### src/rtl/filter_out_fifo.sv
// Output FIFO behind the FIR filter: 16-sample first-word-fall-through buffer with an overflow
// record. Define OUT_FIFO_DROPCNT_EN to add the saturating DropCnt_o counter.
module filter_out_fifo #(
    parameter int unsigned dataWidth   = 18,
    parameter int unsigned addrWidth   = 4,
    parameter int unsigned afullThresh = 12
) (
    input  logic                 Clk_i,
    input  logic                 Rst_i,
    input  logic [dataWidth-1:0] Data_i,
    input  logic                 DataNd_i,
    output logic [dataWidth-1:0] Data_o,
    output logic                 DataValid_o,
    input  logic                 DataReady_i,
    output logic [addrWidth:0]   Level_o,
    output logic                 AlmostFull_o,
    output logic                 Overflow_o,
`ifdef OUT_FIFO_DROPCNT_EN
    output logic [7:0]           DropCnt_o,
`endif
    input  logic                 OvfClr_i
);

    localparam int unsigned depth = 1 << addrWidth;

    logic [dataWidth-1:0] mem [depth];
    logic [addrWidth-1:0] wrPtrQ, rdPtrQ;
    logic [dataWidth-1:0] dataQ;
    logic                 validQ;
    logic [addrWidth:0]   levelQ, levelNext;
    logic                 afullQ;
    logic                 ovfQ;

    logic pop, full, ramEmpty, wrAcc, drop, loadOut, bypass, ramWr, ramRd;

    // The RAM never holds more than depth-1 entries while the output register is valid and is
    // always empty when it is not, so equal pointers unambiguously mean an empty RAM.
    always_comb begin
        pop       = validQ && DataReady_i;
        full      = (levelQ == (addrWidth+1)'(depth));
        ramEmpty  = (wrPtrQ == rdPtrQ);
        wrAcc     = DataNd_i && (!full || pop);
        drop      = DataNd_i && full && !pop;
        loadOut   = !validQ || pop;
        bypass    = loadOut && ramEmpty && wrAcc;
        ramWr     = wrAcc && !bypass;
        ramRd     = loadOut && !ramEmpty;
        levelNext = levelQ + (addrWidth+1)'(wrAcc) - (addrWidth+1)'(pop);
    end

    always_ff @(posedge Clk_i) begin
        if (Rst_i && ramWr) begin
            mem[wrPtrQ] <= Data_i;
        end
    end

    always_ff @(posedge Clk_i) begin
        if (!Rst_i) begin
            wrPtrQ <= '0;
            rdPtrQ <= '0;
            dataQ  <= '0;
            validQ <= 1'b0;
            levelQ <= '0;
            afullQ <= 1'b0;
            ovfQ   <= 1'b0;
        end else begin
            if (ramWr) begin
                wrPtrQ <= wrPtrQ + addrWidth'(1);
            end
            if (ramRd) begin
                rdPtrQ <= rdPtrQ + addrWidth'(1);
            end
            if (loadOut) begin
                validQ <= !ramEmpty || wrAcc;
                if (ramRd) begin
                    dataQ <= mem[rdPtrQ];
                end else if (bypass) begin
                    dataQ <= Data_i;
                end
            end
            levelQ <= levelNext;
            afullQ <= (levelNext >= (addrWidth+1)'(afullThresh));
            // A drop takes priority over a clear request in the same cycle.
            if (drop) begin
                ovfQ <= 1'b1;
            end else if (OvfClr_i) begin
                ovfQ <= 1'b0;
            end
        end
    end

`ifdef OUT_FIFO_DROPCNT_EN
    logic [7:0] dropCntQ;

    always_ff @(posedge Clk_i) begin
        if (!Rst_i) begin
            dropCntQ <= '0;
        end else if (OvfClr_i) begin
            dropCntQ <= drop ? 8'd1 : 8'd0;
        end else if (drop && (dropCntQ != 8'hFF)) begin
            dropCntQ <= dropCntQ + 8'd1;
        end
    end

    assign DropCnt_o = dropCntQ;
`endif

    assign Data_o       = dataQ;
    assign DataValid_o  = validQ;
    assign Level_o      = levelQ;
    assign AlmostFull_o = afullQ;
    assign Overflow_o   = ovfQ;

endmodule

### config.mk
export PLATFORM = sky130hd
export DESIGN_NAME = filter_out_fifo
export DESIGN_NICKNAME = d
export VERILOG_FILES = /design/src/rtl/filter_out_fifo.sv
export SDC_FILE = /design/constraint.sdc
export NUM_CORES = 1
export LEC_CHECK = 0
export ABC_AREA = 1
export CORE_MARGIN = 2
export CORE_UTILIZATION = 35
export DETAILED_ROUTE_END_ITERATION = 8
export MAX_ROUTING_LAYER = met4
export PLACE_DENSITY_LB_ADDON = 0.25
export SYNTH_ARGS = -nofsm -noshare
export SYNTH_HDL_FRONTEND = slang
export SYNTH_SLANG_ARGS = --single-unit
### constraint.sdc
create_clock -name Clk_i -period 7.4 [get_ports Clk_i]
set_input_delay 1.48 -clock Clk_i [delete_from_list [all_inputs] [get_ports Clk_i]]
set_output_delay 1.48 -clock Clk_i [all_outputs]
set_load 0.02 [all_outputs]
# [Yosys cells after proc, flatten, opt, wreduce, memory -nomap -nowiden]
# Memories as Yosys holds them, arrays and structs flattened. A register that Yosys moved wholly into a read port is not among the register bits.
# Cells that the tools add are included.
[classes] n_addsub=4 magnitude_cmp=1 n_eq_ne=2 n_mux=8 n_reduce_logical=20
[op_table] op="$mux 18" n=2
[op_table] op="$logic_and 1x1->1" n=9
[op_table] op="$add 4x1->4 const B" n=2
[op_table] op="$mux 4" n=2
[op_table] op="$add 5x1->5" n=1
[op_table] op="$eq 5x5->1 const B" n=1
[op_table] op="$ge 5x4->1 const B" n=1
[op_table] op="$logic_not 1->1" n=5
[op_table] op="$sub 5x1->5" n=1
[op_table] op="$eq 4x4->1" n=1
[op_table] op="$mux 1" n=4
[op_table] op="$reduce_bool 2->1" n=2
[op_table] op="$logic_or 1x1->1" n=3
[op_table] op="$reduce_and 2->1" n=1
[totals] reg_bits=34 ram_bits=288 inputBits=23 out_inout_bits=26 word_cells=43 mem_count=1
[memory_table] name="mem" words=16 width=18 rd=1 rd_clocked_by_memory_dff=1 wr=1 line_no="26" source="logic [dataWidth-1:0] mem [depth];"

# [Logic depth before layout (Yosys ltp)]
# Gate-level depths: netlist of the first run.
[logic_depth] word_depth=10 depth_mapped=14 depth_no_buf=14

# [Worst setup path after synthesis of the first run]
# OpenSTA, ideal clock, no wires.
[synth_timing] path_type="in2reg" start="input port DataReady_i" end="memory mem[0][0], enable pin" arrival_ns=3.022 required_time_ns=7.008 path_slack_ns=3.985 path_stages=7 n_path_buf=0 cell_sequence="nor2_1 inv_2 nand3_1 nand2_1 inv_2 nand2_1 nor2_1"
[synth_via] elab_chain_cells=9
[synth_lines] item="start: declaration" line_no="14" source="input logic DataReady_i,"
[synth_lines] item="$logic_and 1x1->1 (*)" line_no="39" source="pop = validQ && DataReady_i;"
[synth_lines] item="$logic_or 1x1->1, on equally long branches" line_no="44, 42"
[synth_lines] item="$logic_and 1x1->1, on equally long branches" line_no="45, 42"
[synth_lines] item="$logic_and 1x1->1" line_no="45" source="bypass = loadOut && ramEmpty && wrAcc;"
[synth_lines] item="$logic_not 1->1" line_no="46" source="ramWr = wrAcc && !bypass;"
[synth_lines] item="$logic_and 1x1->1 (*)" line_no="46"
[synth_lines] item="$logic_and 1x1->1 (*)" line_no="52" source="if (Rst_i && ramWr) begin"
[synth_lines] item="$mux 1 (*)" line_no="52"
[synth_lines] item="$mux 1 (implied by the code) (*)" line_no="53" source="mem[wrPtrQ] <= Data_i;"
[synth_lines] item="end: declaration" line_no="26"
# Every way passes the cells marked *; elsewhere a longest branch is shown, timed or not.

# [Worst setup path in the final report of the first run]
[layout_timing] start="input port DataReady_i" end="memory mem[8][11], enable pin"
# Same word-level chain as after synthesis.

==> out/qor_table.md, run 1 <==
| Metric | Reported |
| --- | --- |
| RSZ-0062 raised after global routing | no |
| Ratio of routed vias to standard cells | 4.81 |
| Power density over cell area | 343 mW/mm^2 |
| Final Critical Period | 3.62 ns |
| CTS tree | yes |
| Reg2Reg Setup Slack | 4.32 ns |
| Post-synth EDFFs | 288 |
| # nets final | 1464 |
| Synthesis Warnings | 0 |
| Number of clock sinks | 326 |
| Gr ovfl total | 0 |
| Iteration-0 DRC count of the detailed router | 800 |
| Met1 demand-to-capacity share in global routing | 25.7% |
| Leading post-synthesis cells by cell area | sky130_fd_sc_hd__edfxtp_1 62%, sky130_fd_sc_hd__nand2_1 13%, sky130_fd_sc_hd__nand3_1 7.4% |
| Setup Viol. Count Final | 0 |
| Max-cap check violation count | 0 |
| Required arrival time at the worst endpoint | 7.54 ns |
| Clock H-tree levels | 2 |
| Layout cells sized above 1 | 7.50% |
| Fin crit share | 48.9% |
| Ports placed on the boundary | 49 |
| CP Class | in -> reg |
| Net count after synthesis | 1428 |
| Hold-fix buffers at CTS | 0 |
| M2 GR Usage | 28.8% |
| Synthesized area divided by synthesized cell count | 10.1 um^2 |
| Share of Yosys cell area claimed by the top area cell type | 61.5% |
| Status | finished, final reports clean |
| Leak Pwr | 6.52 nW |
| PnR worst setup slack | 3.78 ns |
| Full die area | 0.0418 mm^2 |
| Number of diodes added for antenna fixing | 0 |
| Number of buffers inserted during clock tree synthesis | 37 |
| All-layer global routing usage | 19.0% |
| Remaining DRCs | 0 |
| Post_cts resized | 0 |
| Worst slew margin | 27.8% |
| Gpl congestion | 0.828 |
| Number of cells in the finished layout apart from fillers | 1978 |
| Unique cell type count in the Yosys netlist | 29 |
| Largest voltage drop on the vdd net | 0.135 mV |
| Pins over their slew limit | 0 |
| Startpoint class of the critical path | input pin |
| Row count | 73 |
| Vias after detailed routing | 9524 |
| Share of synthesized area occupied by flip-flops and latches | 66.9% |
| Maximum root-to-sink buffer count | 3 |
| Summed instance area of the synthesized netlist | 0.0141 mm^2 |
| Timing endpoint of the critical path | mem[8][11]$_DFFE_PP_ |
| Vias in the first global route | 8891 |
| Setup fix buffers added after clock tree synthesis | 0 |
| Crit path max fanout | 18 |
| Nature of the critical path endpoint | register |
| PortBufs | 48 |
| Final Cell Area | 0.0161 mm^2 |
| Worst Max-Slew Pin Slew | 1.08 ns |
| Die width | 204 um |
| Pin count of the biggest net entering global routing | 91 |
| Buffer type at the clock tree root | sky130_fd_sc_hd__clkbuf_16 |
| Area Overhead vs Synth | 14.7% |
| Detail Route Antenna Nets | 0 |
| Flop and latch count out of synthesis | 326 |
| Crit path launch | DataReady_i |
| Wire length reported by the detailed router | 38100 um |
| Most numerous cell types in the synthesized netlist | 489 x sky130_fd_sc_hd__nand2_1, 288 x sky130_fd_sc_hd__edfxtp_1, 207 x sky130_fd_sc_hd__nand3_1 |
| Dominant register cell in the synthesized netlist | sky130_fd_sc_hd__edfxtp_1 |
| Most frequently used cell type in the post-synthesis netlist | sky130_fd_sc_hd__nand2_1 |
| Core outline area | 0.0397 mm^2 |
| Class of the tightest hold or removal check | reg -> reg |
| Clock Latency Late Sink | 0.52 ns |
| GR Util met3 | 3.40% |
| Number of antenna violations at the first check in global routing | 0 |
| Total Negative Setup Slacks | 0 ns |
| Clock slew seen by the registers of the worst setup and hold paths | 0.06 ns |
| Global-route wire length before repair | 56400 um |
| Total instance count after detailed placement | 1915 |
| Worst slack at placement | 3.22 ns |
| Most area-hungry cell type in the Yosys netlist | sky130_fd_sc_hd__edfxtp_1 |
| Final Hold Vio Count | 0 |
| R2R cell count | 9 |
| Layer with the highest usage after global routing | met2 |
| Chip height | 204 um |
| Share of synthesized registers carrying an async set or reset | 0% |
| Initial cell density of the core | 35.4% |
| Post-synthesis cell count | 1393 |
| Highest clock rate | 0.276 GHz |
| DP HPWL | 23300 um |
| Worst flop-to-flop path endpoint | Data_o[7]$_SDFFE_PN0P_ |
| Cell Area, Placed | 0.0151 mm^2 |
| Worst Path Arrival | 3.76 ns |
| Wire length per cell | 19.3 um |
| Final clock skew | 0.00835 ns |
| Detailed Routing Iterations Pass 1 | 5 |
-- flip-flops by register name (all words and copies together) (netlist names), named ones only --
signal	flops
Overflow_o	1
AlmostFull_o	1
Level_o	5
wrPtrQ	4
Data_o	18
DataValid_o	1
rdPtrQ	4
mem	288
-- metrics by stage --
| step | power [mW] | hold slack (ns) | utilization [%] |
|---|---|---|---|
| after floorplan | 3.33 | 0.478 | - |
| after global placement | 3.90 | 0.454 | 37.9 |
| after detailed placement | 3.91 | 0.459 | 37.9 |
| after CTS | 5.58 | 0.468 | 40.6 |
| after global routing | 5.82 | 0.480 | 40.6 |
| final | 5.53 | 0.466 | 40.6 |
-- layout by cell type, fill, tap and decap left out, types with 2 or more instances in the layout --
cell / Yosys / routed
sky130_fd_sc_hd__nor2_1: 23 / 7
sky130_fd_sc_hd__clkinv_2: 0 / 3
sky130_fd_sc_hd__nand3_1: 207 / 207
sky130_fd_sc_hd__o21ai_1: 4 / 4
sky130_fd_sc_hd__a21oi_2: 9 / 9
sky130_fd_sc_hd__clkinvlp_4: 0 / 2
sky130_fd_sc_hd__edfxtp_1: 288 / 288
sky130_fd_sc_hd__dfxtp_1: 38 / 35
sky130_fd_sc_hd__inv_2: 8 / 7
sky130_fd_sc_hd__nor2_2: 0 / 16
sky130_fd_sc_hd__clkinv_1: 2 / 12
sky130_fd_sc_hd__xor2_1: 7 / 7
sky130_fd_sc_hd__nor2_4: 2 / 2
sky130_fd_sc_hd__ha_1: 11 / 11
sky130_fd_sc_hd__clkbuf_16: 0 / 37
sky130_fd_sc_hd__nand2_2: 10 / 10
sky130_fd_sc_hd__o21ai_0: 20 / 20
sky130_fd_sc_hd__a21oi_1: 20 / 20
sky130_fd_sc_hd__inv_1: 183 / 183
sky130_fd_sc_hd__clkdlybuf4s50_1: 0 / 48
sky130_fd_sc_hd__buf_4: 2 / 14
sky130_fd_sc_hd__nand2_1: 489 / 489
sky130_fd_sc_hd__clkbuf_1: 26 / 9
sky130_fd_sc_hd__dfxtp_2: 0 / 2
-- power breakdown --
part | internal (mW) | leakage, nW | switching (mW)
sequential | 2.12 | 2.91 | 0.119
clock | 0.959 | 0.516 | 0.709
combinational | 0.500 | 3.10 | 1.12
-- logic make-up (layout without fill, tap and decap cells) --
family,count (synthesis),after routing,share of synthesized area (%)
AOI/OAI and AO/OA,55,55,2.36
xor gates and xnor gates,8,8,0.498
adders and majority gates,12,12,1.12
buffers and inverters,258,318,7.31
DFF,326,326,66.9
and+or+nand+nor,734,734,21.8
-- layer usage --
metal,share of wire (%),up-vias
met2,46,311
met3,6.6,65
met5,0,-
met4,3.0,0
met1,45,4544
li1,-,4604
-- layout make-up --
class                           count  area (um^2)
Clock buffer                       47          973
Clock inverter                     16         97.6
Fill cell                        3846        23600
Inverter                          193          729
Multi-Input combinational cell    809         3660
Sequential cell                   326         9420
Tap cell                          525          657
Timing Repair Buffer               62          586
-- worst max-delay path, stage by stage --
cell	delay, ns
sky130_fd_sc_hd__clkdlybuf4s50_1	0.43
sky130_fd_sc_hd__nor2_1	0.28
sky130_fd_sc_hd__inv_2	0.12
sky130_fd_sc_hd__nand3_1	0.10
sky130_fd_sc_hd__nand2_1	0.16
sky130_fd_sc_hd__inv_2	0.15
sky130_fd_sc_hd__nand2_1	0.17
sky130_fd_sc_hd__nor2_2	0.85
-- how the worst min path moves through the flow --
| stage | from | end | cells past startpoint |
|---|---|---|---|
| 4_1_cts | Data_o[6]$_SDFFE_PN0P_ | Data_o[6]$_SDFFE_PN0P_ | 2 |
| 3_3_place_gp | Data_o[1]$_SDFFE_PN0P_ | Data_o[1]$_SDFFE_PN0P_ | 2 |
| 6_report | Data_o[6]$_SDFFE_PN0P_ | Data_o[6]$_SDFFE_PN0P_ | 2 |
| 5_1_grt | Data_o[11]$_SDFFE_PN0P_ | Data_o[11]$_SDFFE_PN0P_ | 2 |
| 2_1_floorplan | rdPtrQ[1]$_SDFFE_PN0P_ | register | 2 |
| 3_5_place_dp | Data_o[6]$_SDFFE_PN0P_ | Data_o[6]$_SDFFE_PN0P_ | 2 |
(Power assumes the default switching activity.)
==> run 2: changes to the inputs <==
==> constraint.sdc (replaced) <==
create_clock -name Clk_i -period 2.9 [get_ports Clk_i]
set_input_delay 0.58 -clock Clk_i [delete_from_list [all_inputs] [get_ports Clk_i]]
set_output_delay 0.58 -clock Clk_i [all_outputs]
set_load 0.02 [all_outputs]
==> out/qor_table.md, run 2 (synthesis results as in run 1) <==
| Metric | Reported | vs previous |
| --- | --- | --- |
| Status | finished, final reports clean |  |
| Setup fix buffers added after clock tree synthesis | 0 | unchanged |
| Number of flip-flops in the largest register | 288 | unchanged |
| Worst Path Arrival | 2.91 ns | -0.85 ns |
| Global-route wire length before repair | 55900 um | -0.89% |
| Hold-fix buffers at CTS | 0 | unchanged |
| Crit path max fanout | 3 | -15 |
| Number of buffers inserted during clock tree synthesis | 37 | unchanged |
| Fill count | 3791 | -1.4% |
| Row count | 73 | unchanged |
| Largest Register | mem |  |
| CP Class | reg -> reg |  |
| Clock H-tree levels | 2 | unchanged |
| Number of clock sinks | 326 | unchanged |
| Chip height | 204 um | unchanged |
| Fin crit share | 85.5% |  |
| Number of diodes added for antenna fixing | 0 | unchanged |
| Core outline area | 0.0397 mm^2 | unchanged |
| Fraction of power consumed by combinational cells | 31.2% | +1.8 points |
| Area Overhead vs Synth | 19.5% |  |
| Post_cts resized | 0 | unchanged |
| Buffer type at the clock tree root | sky130_fd_sc_hd__clkbuf_16 |  |
| Largest stage delay on the critical path | 0.42 ns | -0.43 ns |
| Nature of the critical path endpoint | register |  |
| Ordered cell list for the critical path | inv_1 -> ha_1 -> nand4_1 -> nand2_1 -> ha_1 -> inv_1 -> ha_1 -> fa_1 -> nand2_1 -> nand2_1 -> a21oi_1 -> xor2_1 -> inv_1 -> o21ai_0 |  |
| # nets final | 1525 | +4.2% |
| Area of the multi-input gates | 0.00366 mm^2 | unchanged |
| Detailed Routing Iterations Pass 1 | 7 | +2 |
| Wire length per cell | 17.7 um | -8.1% |
| Internal power contribution | 9.42 mW | +160% |
| CTS tree | yes |  |
| Largest voltage drop on the vdd net | 0.706 mV | +420% |
| Clock Power Share | 30.1% | about the same |
| Power density over cell area | 856 mW/mm^2 | +150% |
| Wire length reported by the detailed router | 36200 um | -5.2% |
| RSZ-0062 raised after global routing | no |  |
| Initial cell density of the core | 35.4% | unchanged |
| Final core area utilization | 42.3% | +1.7 points |
| Final Critical Period | 2.48 ns |  |
| NetSw | 4.96 mW | +150% |
| Highest clock rate | 0.403 GHz |  |
| Worst slew margin | 45.0% | +17 points |
| Required arrival time at the worst endpoint | 3.33 ns | -4.21 ns |
| Library cell contributing the largest single delay on the critical path | sky130_fd_sc_hd__fa_1 |  |
| Remaining DRCs | 0 | unchanged |
| Setup Viol. Count Final | 0 | unchanged |
| Vias after detailed routing | 9541 | +0.18% |
| Power share of the sequential group | 38.7% | -1.8 points |
| Class of the tightest hold or removal check | reg -> reg |  |
| Number of antenna violations at the first check in global routing | 0 | unchanged |
| Sw frac | 34.5% | -0.79 points |
| Most frequent cells in the layout | 489 x sky130_fd_sc_hd__nand2_1, 288 x sky130_fd_sc_hd__edfxtp_1, 207 x sky130_fd_sc_hd__nand3_1 |  |
| Final clock skew | 0.0174 ns | +0.00908 ns |
| Final Hold Vio Count | 0 | unchanged |
| Clock Latency Late Sink | 0.52 ns | about the same |
| Pin count of the biggest net entering global routing | 145 | +59% |
| Area occupied by registers | 0.00942 mm^2 | unchanged |
| PnR worst setup slack | 0.420 ns | -3.36 ns |
| All-layer global routing usage | 18.2% | -0.81 points |
| Clock slew seen by the registers of the worst setup and hold paths | 0.05 ns | about the same |
| Top Family by Delay on Critical Path | adder cells |  |
| Detail Route Antenna Nets | 0 | unchanged |
| Pins over their slew limit | 0 | unchanged |
| Total instance count after detailed placement | 1976 | +3.2% |
| DP HPWL | 22600 um | -2.7% |
| Die width | 204 um | unchanged |
| Hold_ws | 0.462 ns | -0.00420 ns |
| Ratio of routed vias to standard cells | 4.67 | -3.0% |
| Worst slack at placement | -0.101 ns | -3.32 ns |
| PortBufs | 48 | unchanged |
| Number of cells in the finished layout apart from fillers | 2042 | +3.2% |
| Max-cap check violation count | 0 | unchanged |
| Leak Pwr | 6.91 nW | +5.9% |
| Cell Area, Placed | 0.0157 mm^2 | +4.3% |
| Worst Max-Slew Pin Slew | 0.825 ns | -0.255 ns |
| Gr ovfl total | 0 | unchanged |
| Vias in the first global route | 9318 | +4.8% |
| Maximum root-to-sink buffer count | 3 | unchanged |
| Layout cells sized above 1 | 11.4% | +3.9 points |
| Gpl congestion | 0.800 | -3.5% |
| Commonest non-fill, non-tap cell in the layout | sky130_fd_sc_hd__nand2_1 |  |
| Ports placed on the boundary | 49 | unchanged |
| Final Cell Area | 0.0168 mm^2 | +4.2% |
| Startpoint class of the critical path | register |  |
| Iteration-0 DRC count of the detailed router | 767 | -4.1% |
| Combined buffer and inverter count along the critical path | 3 | unchanged |
| Full die area | 0.0418 mm^2 | unchanged |
[run 2: cell types whose count changed in the layout (fill, tap and decap cells not counted), sizes merged]
cell,change
bufinv,+1
buf,+61
clkinvlp,-2
inv,+2
clkinv,+2
[run 2: layout make-up]
class	count	share of cell area, %
flip-flops and latches	326	56.0
multi-input cells	809	21.8
repair buffers	123	7.33
clock buffers	47	5.73
inverters	193	4.33
well taps	525	3.91
clock inverters	19	0.842
[run 2: worst paths after layout]
check / start / end / slack [ns] / cells past startpoint
setup / recovery: Level_o[2]$_SDFF_PN0_ / AlmostFull_o$_SDFF_PN0_ / 0.42 / 14
hold / removal: Data_o[0]$_SDFFE_PN0P_ / Data_o[0]$_SDFFE_PN0P_ / 0.46 / 2
setup reg to reg: Level_o[2]$_SDFF_PN0_ / AlmostFull_o$_SDFF_PN0_ / 0.42 / 14
hold reg to reg: Data_o[0]$_SDFFE_PN0P_ / Data_o[0]$_SDFFE_PN0P_ / 0.46 / 2
[run 2: per-stage QoR]
step                      power, mW  TNS (ns)
final                          14.4         0
after global routing           15.2         0
after CTS                      14.5         0
after detailed placement       10.2    -0.124
after global placement         10.1    -0.111
after floorplan                8.50         0
[run 2: layer usage]
layer	vias up	track usage (%)	share of wire, %
li1	4726	-	-
met1	4535	25.2	46
met2	228	28.7	46
met3	52	2.25	5.3
met4	0	4.40	2.0
met5	-	-	0
[run 2: power groups by stage]
stage | Sequential [mW] | Clock, mW | Combinational, mW
global placement | 5.65 | 0 | 4.48
floorplan | 5.79 | 0 | 2.71
CTS | 5.56 | 4.41 | 4.53
detailed placement | 5.66 | 0 | 4.51
global route | 5.59 | 4.61 | 5.01
finish | 5.56 | 4.33 | 4.49
[run 2: worst register-to-register path, cell delays in order, from the launching register on]
cell	delay, ns
sky130_fd_sc_hd__dfxtp_1	0.36
sky130_fd_sc_hd__inv_1	0.08
sky130_fd_sc_hd__ha_1	0.20
sky130_fd_sc_hd__nand4_1	0.10
sky130_fd_sc_hd__nand2_1	0.08
sky130_fd_sc_hd__ha_1	0.28
sky130_fd_sc_hd__inv_1	0.04
sky130_fd_sc_hd__ha_1	0.20
sky130_fd_sc_hd__fa_1	0.42
sky130_fd_sc_hd__nand2_1	0.10
sky130_fd_sc_hd__nand2_1	0.05
sky130_fd_sc_hd__a21oi_1	0.14
sky130_fd_sc_hd__xor2_1	0.16
sky130_fd_sc_hd__inv_1	0.06
sky130_fd_sc_hd__o21ai_0	0.14
==> RTL edit 1 (config.mk and constraints of run 2) <==
Change the parameter `dataWidth` from 18 to 36.
--- a/src/rtl/filter_out_fifo.sv
+++ b/src/rtl/filter_out_fifo.sv
@@ -1,7 +1,7 @@
 // Output FIFO behind the FIR filter: 16-sample first-word-fall-through buffer with an overflow
 // record. Define OUT_FIFO_DROPCNT_EN to add the saturating DropCnt_o counter.
 module filter_out_fifo #(
-    parameter int unsigned dataWidth   = 18,
+    parameter int unsigned dataWidth   = 36,
     parameter int unsigned addrWidth   = 4,
     parameter int unsigned afullThresh = 12
 ) (
Interface: changed (resized Data_i and Data_o); port bits go from 49 to 85. The function was not compared with the original's and may differ.
==> RTL edit 1 against run 2 <==
- worst setup slack worse by 84 ps
- total power increased by 95%
- area after synthesis up 93%
- wire length increased by 98%
- sequential cell count grew 306
- sequential share of layout area rose by 1.3 points
- fmax decreased by 3.3%
- design area is 91% higher
- die area rose by 90%
- via count up 92%
- clock skew rose by 3.9 ps
- combinational power grew 83%
- non-clock buffer count up 65
- worst hold slack improved by 1.1 ps
- critical endpoint unchanged
- largest power group unchanged
- highest routed layer unchanged
==> RTL edit 1: results (changes against run 2) <==
metric,value,unit,change
grt_pass1_wl,109000,um,+96%
clock_cell_area_share,7.33,%,+0.75 points
multi_input_area_share,20.9,%,-0.91 points
top_register,mem,,
finalClockSkew,21.3,ps,+3.88 ps
ys_seq_area_share,68.0,%,+1.1 points
n_all_inverters,355,,+84%
synth_compound_area_share,1.94,%,-0.42 points
num-nets-final,2813,,+84%
track_usage,18.7,%,+0.52 points
ir_worst_vdd,0.000608,V,-14%
cpLargestDelayFamily,adder cells,,
leakagePower,13.1,nW,+89%
drive_above_1_share,9.72,%,-1.7 points
place.gp.congestion,0.806,,+0.79%
use_met2,31.2,%,+2.5 points
clk_latency,610,ps,+90 ps
nNonClkBuffers,188,,+53%
status,completed,,
wl_met2,35200,um,+110%
clock_buffers,105,,+120%
ys_seq_elements,632,,+94%
arrival,3100,ps,+190 ps
synthTopCellsByArea,"edfxtp_1 (64%), nand2_1 (13%), nand3_1 (7.5%), inv_1 (4.8%), dfxtp_1 (4.1%)",,
slowest_delay,440,ps,+20 ps
p_int,18.5,mW,+97%
synth_fp_nets,2690,,+88%
drt_pass1_iterations,5,,-2
dp_hpwl,41800,um,+85%
synth-edff-count,576,,+100%
portBuffers,84,,+75%
drt_wl_total,71800,um,+98%
p_clk,9.11,mW,+110%
nMultiInputCombCells,1511,,+87%
fill_cells,7193,,+90%
synth_commonest_cells,"nand2_1 (948), edfxtp_1 (576), nand3_1 (406)",,
synth_xor_area_share,0.259,%,-0.24 points
seq_share,57.3,%,+1.3 points
wl_met1,30700,um,+83%
antennaDiodeCount,3,,+3
grt_max_degree,103,,-29%
antenna_found_initial,3,,+3
nonClkBufAreaFrac,6.21,%,-1.1 points
cts_buffers,72,,+95%
via_per_inst,4.75,,+1.7%
netlist.area_leader.share,63.9,%,+2.4 points
powerComb,8.21,mW,+83%
largest_reg_flops,576,,+100%
cts.htree.levels,3,,+1
grt_use_met1,23.0,%,-2.2 points
met3_length,3330,um,+74%
grt_pass1_vias,18200,,+96%
min_path_type,flip-flop to flip-flop,,
synthAdderAreaFrac,0.582,%,-0.54 points
slew_headroom,35.7,%,-9.3 points
-- RTL edit 1: changes by cell type in the layout (fill, tap and decap cells not counted), sizes merged, moves of 19 or more --
cell           delta
clkdlybuf4s50    +36
clkbuf           +58
buf              +29
a21oi            +19
inv             +165
nand3           +199
edfxtp          +288
nand2           +470
-- RTL edit 1: per-stage QoR --
| stage | hold WS (ps) | area [um2] | power (mW) | setup slack (ps) | instances |
|---|---|---|---|---|---|
| 3_3_place_gp | 454 | 29800 | 19.1 | -199 | 3716 |
| 4_1_cts | 467 | 32100 | 28.4 | 332 | 3849 |
| 5_1_grt | 496 | 32100 | 29.5 | 199 | 3852 |
| 3_5_place_dp | 458 | 29800 | 19.2 | -173 | 3716 |
| 6_report | 463 | 32100 | 28.1 | 336 | 3852 |
| 2_1_floorplan | 470 | 27100 | 16.3 | -386 | 2637 |
-- RTL edit 1: kinds of logic (layout without fill, tap and decap cells) --
| family | after synthesis | in the layout |
|---|---|---|
| AOI/OAI and AO/OA | 90 | 90 |
| xor gates and xnor gates | 8 | 8 |
| adders and majority gates | 12 | 12 |
| buffers and inverters | 494 | 676 |
| DFF | 632 | 632 |
| other | 0 | 3 |
| and+or+nand+nor | 1401 | 1401 |
-- RTL edit 1: path summary, 6_finish.rpt --
check | start | to | slack, ps | cells after the start
setup / recovery | Level_o[2] | AlmostFull_o | 340 | 14
hold / removal | Data_o[15] | Data_o[15] | 460 | 2
setup reg to reg | Level_o[2] | AlmostFull_o | 340 | 14
hold reg to reg | Data_o[15] | Data_o[15] | 460 | 2
-- RTL edit 1: worst reg2reg max path, delay by kind of cell (launching register included) --
kind	cells	cell delay [ps]
buffers and inverters	3	200
XOR/XNOR	1	180
AO/OA/AOI/OAI	2	290
flip-flops	1	370
adder cells (fa/ha/maj)	4	1120
AND/OR/NAND/NOR	4	340
==> RTL edit 2 (config.mk and constraints of run 2) <==
Made on the original files. Register the output `Level_o` once more, without a reset; this adds one clock of latency there. The other outputs are not delayed to match.
--- a/src/rtl/filter_out_fifo.sv
+++ b/src/rtl/filter_out_fifo.sv
@@ -107,7 +107,9 @@
 
     assign Data_o       = dataQ;
     assign DataValid_o  = validQ;
-    assign Level_o      = levelQ;
+    always_ff @(posedge Clk_i) begin
+        Level_o <= levelQ;
+    end
     assign AlmostFull_o = afullQ;
     assign Overflow_o   = ovfQ;
 
Function: changed (Yosys sat finds a counterexample within 4 cycles, from zero or initial values and one cycle with Rst_i low).
==> RTL edit 2 against run 2 <==
- sequential cell count grew 5
- global-route usage increased by 0.12 points
- utilization barely moved
- wire length grew 2.3%
- worst setup slack got worse by 140 ps
- design area rose by 0.17%
- total power about the same
- area after synthesis rose by 0.44%
==> RTL edit 2: results (changes against run 2) <==
metric,value,unit,change
status,completed,,
grt_pass1_wl,56400,um,+0.94%
nonClkBufAreaFrac,7.30,%,-0.027 points
grt_pass1_vias,9306,,-0.13%
p_clk,4.37,mW,+0.9%
num-nets-final,1523,,-0.13%
switching_share,34.2,%,-0.33 points
dp_hpwl,22600,um,about the same
via_count,9641,,+1.0%
n_all_inverters,189,,-2.1%
track_usage,18.3,%,+0.12 points
combPwrFrac,30.1,%,-1.1 points
finalPower,14.4,mW,about the same
routedWlPerCell,18.2,um,+2.5%
finalClockSkew,21.5,ps,+4.04 ps
slew_headroom,24.7,%,-20 points
nMultiInputCombCells,808,,-0.12%
dpl_cell_area,0.0157,mm2,+0.12%
place.gp.congestion,0.827,,+3.5%
seq_cells,331,,+1.5%
seq_share,56.5,%,+0.50 points
synthTopCellsByArea,"edfxtp_1 (61%), nand2_1 (13%), nand3_1 (7.4%), dfxtp_1 (6.1%), inv_1 (4.8%)",,
ys_seq_area_share,67.3,%,+0.41 points
ir_worst_vdd,0.000553,V,-22%
stdcell_area,0.0168,mm2,+0.17%
multi_input_area_share,21.4,%,-0.42 points
via_per_inst,4.73,,+1.2%
nNonClkBuffers,121,,-1.6%
synth_commonest_cells,"nand2_1 (496), edfxtp_1 (288), nand3_1 (208)",,
-- RTL edit 2: path summary, 6_finish.rpt --
check,from,endpoint,slack (ps),cells past startpoint
setup reg to reg,levelQ[2],AlmostFull_o,280,14
hold reg to reg,levelQ[0],Level_o[0],380,0
setup / recovery,levelQ[2],AlmostFull_o,280,14
hold / removal,levelQ[0],Level_o[0],380,0
-- RTL edit 2: layer usage --
metal	up-vias	GRT usage, %	wire length [um]
li1	4723	-	-
met5	-	-	0
met1	4624	24.4	16600
met3	59	3.01	1960
met2	235	29.0	17500
met4	0	5.29	962
-- RTL edit 2: cell families (layout without fill, tap and decap cells) --
| family | Yosys count | count (layout) | share of synthesized area (%) |
|---|---|---|---|
| AOI/OAI and AO/OA | 54 | 54 | 2.07 |
| xor gates and xnor gates | 9 | 9 | 0.558 |
| adders and majority gates | 12 | 12 | 1.12 |
| buffers and inverters | 255 | 374 | 7.49 |
| DFF | 331 | 331 | 67.3 |
| and+or+nand+nor | 733 | 733 | 21.4 |
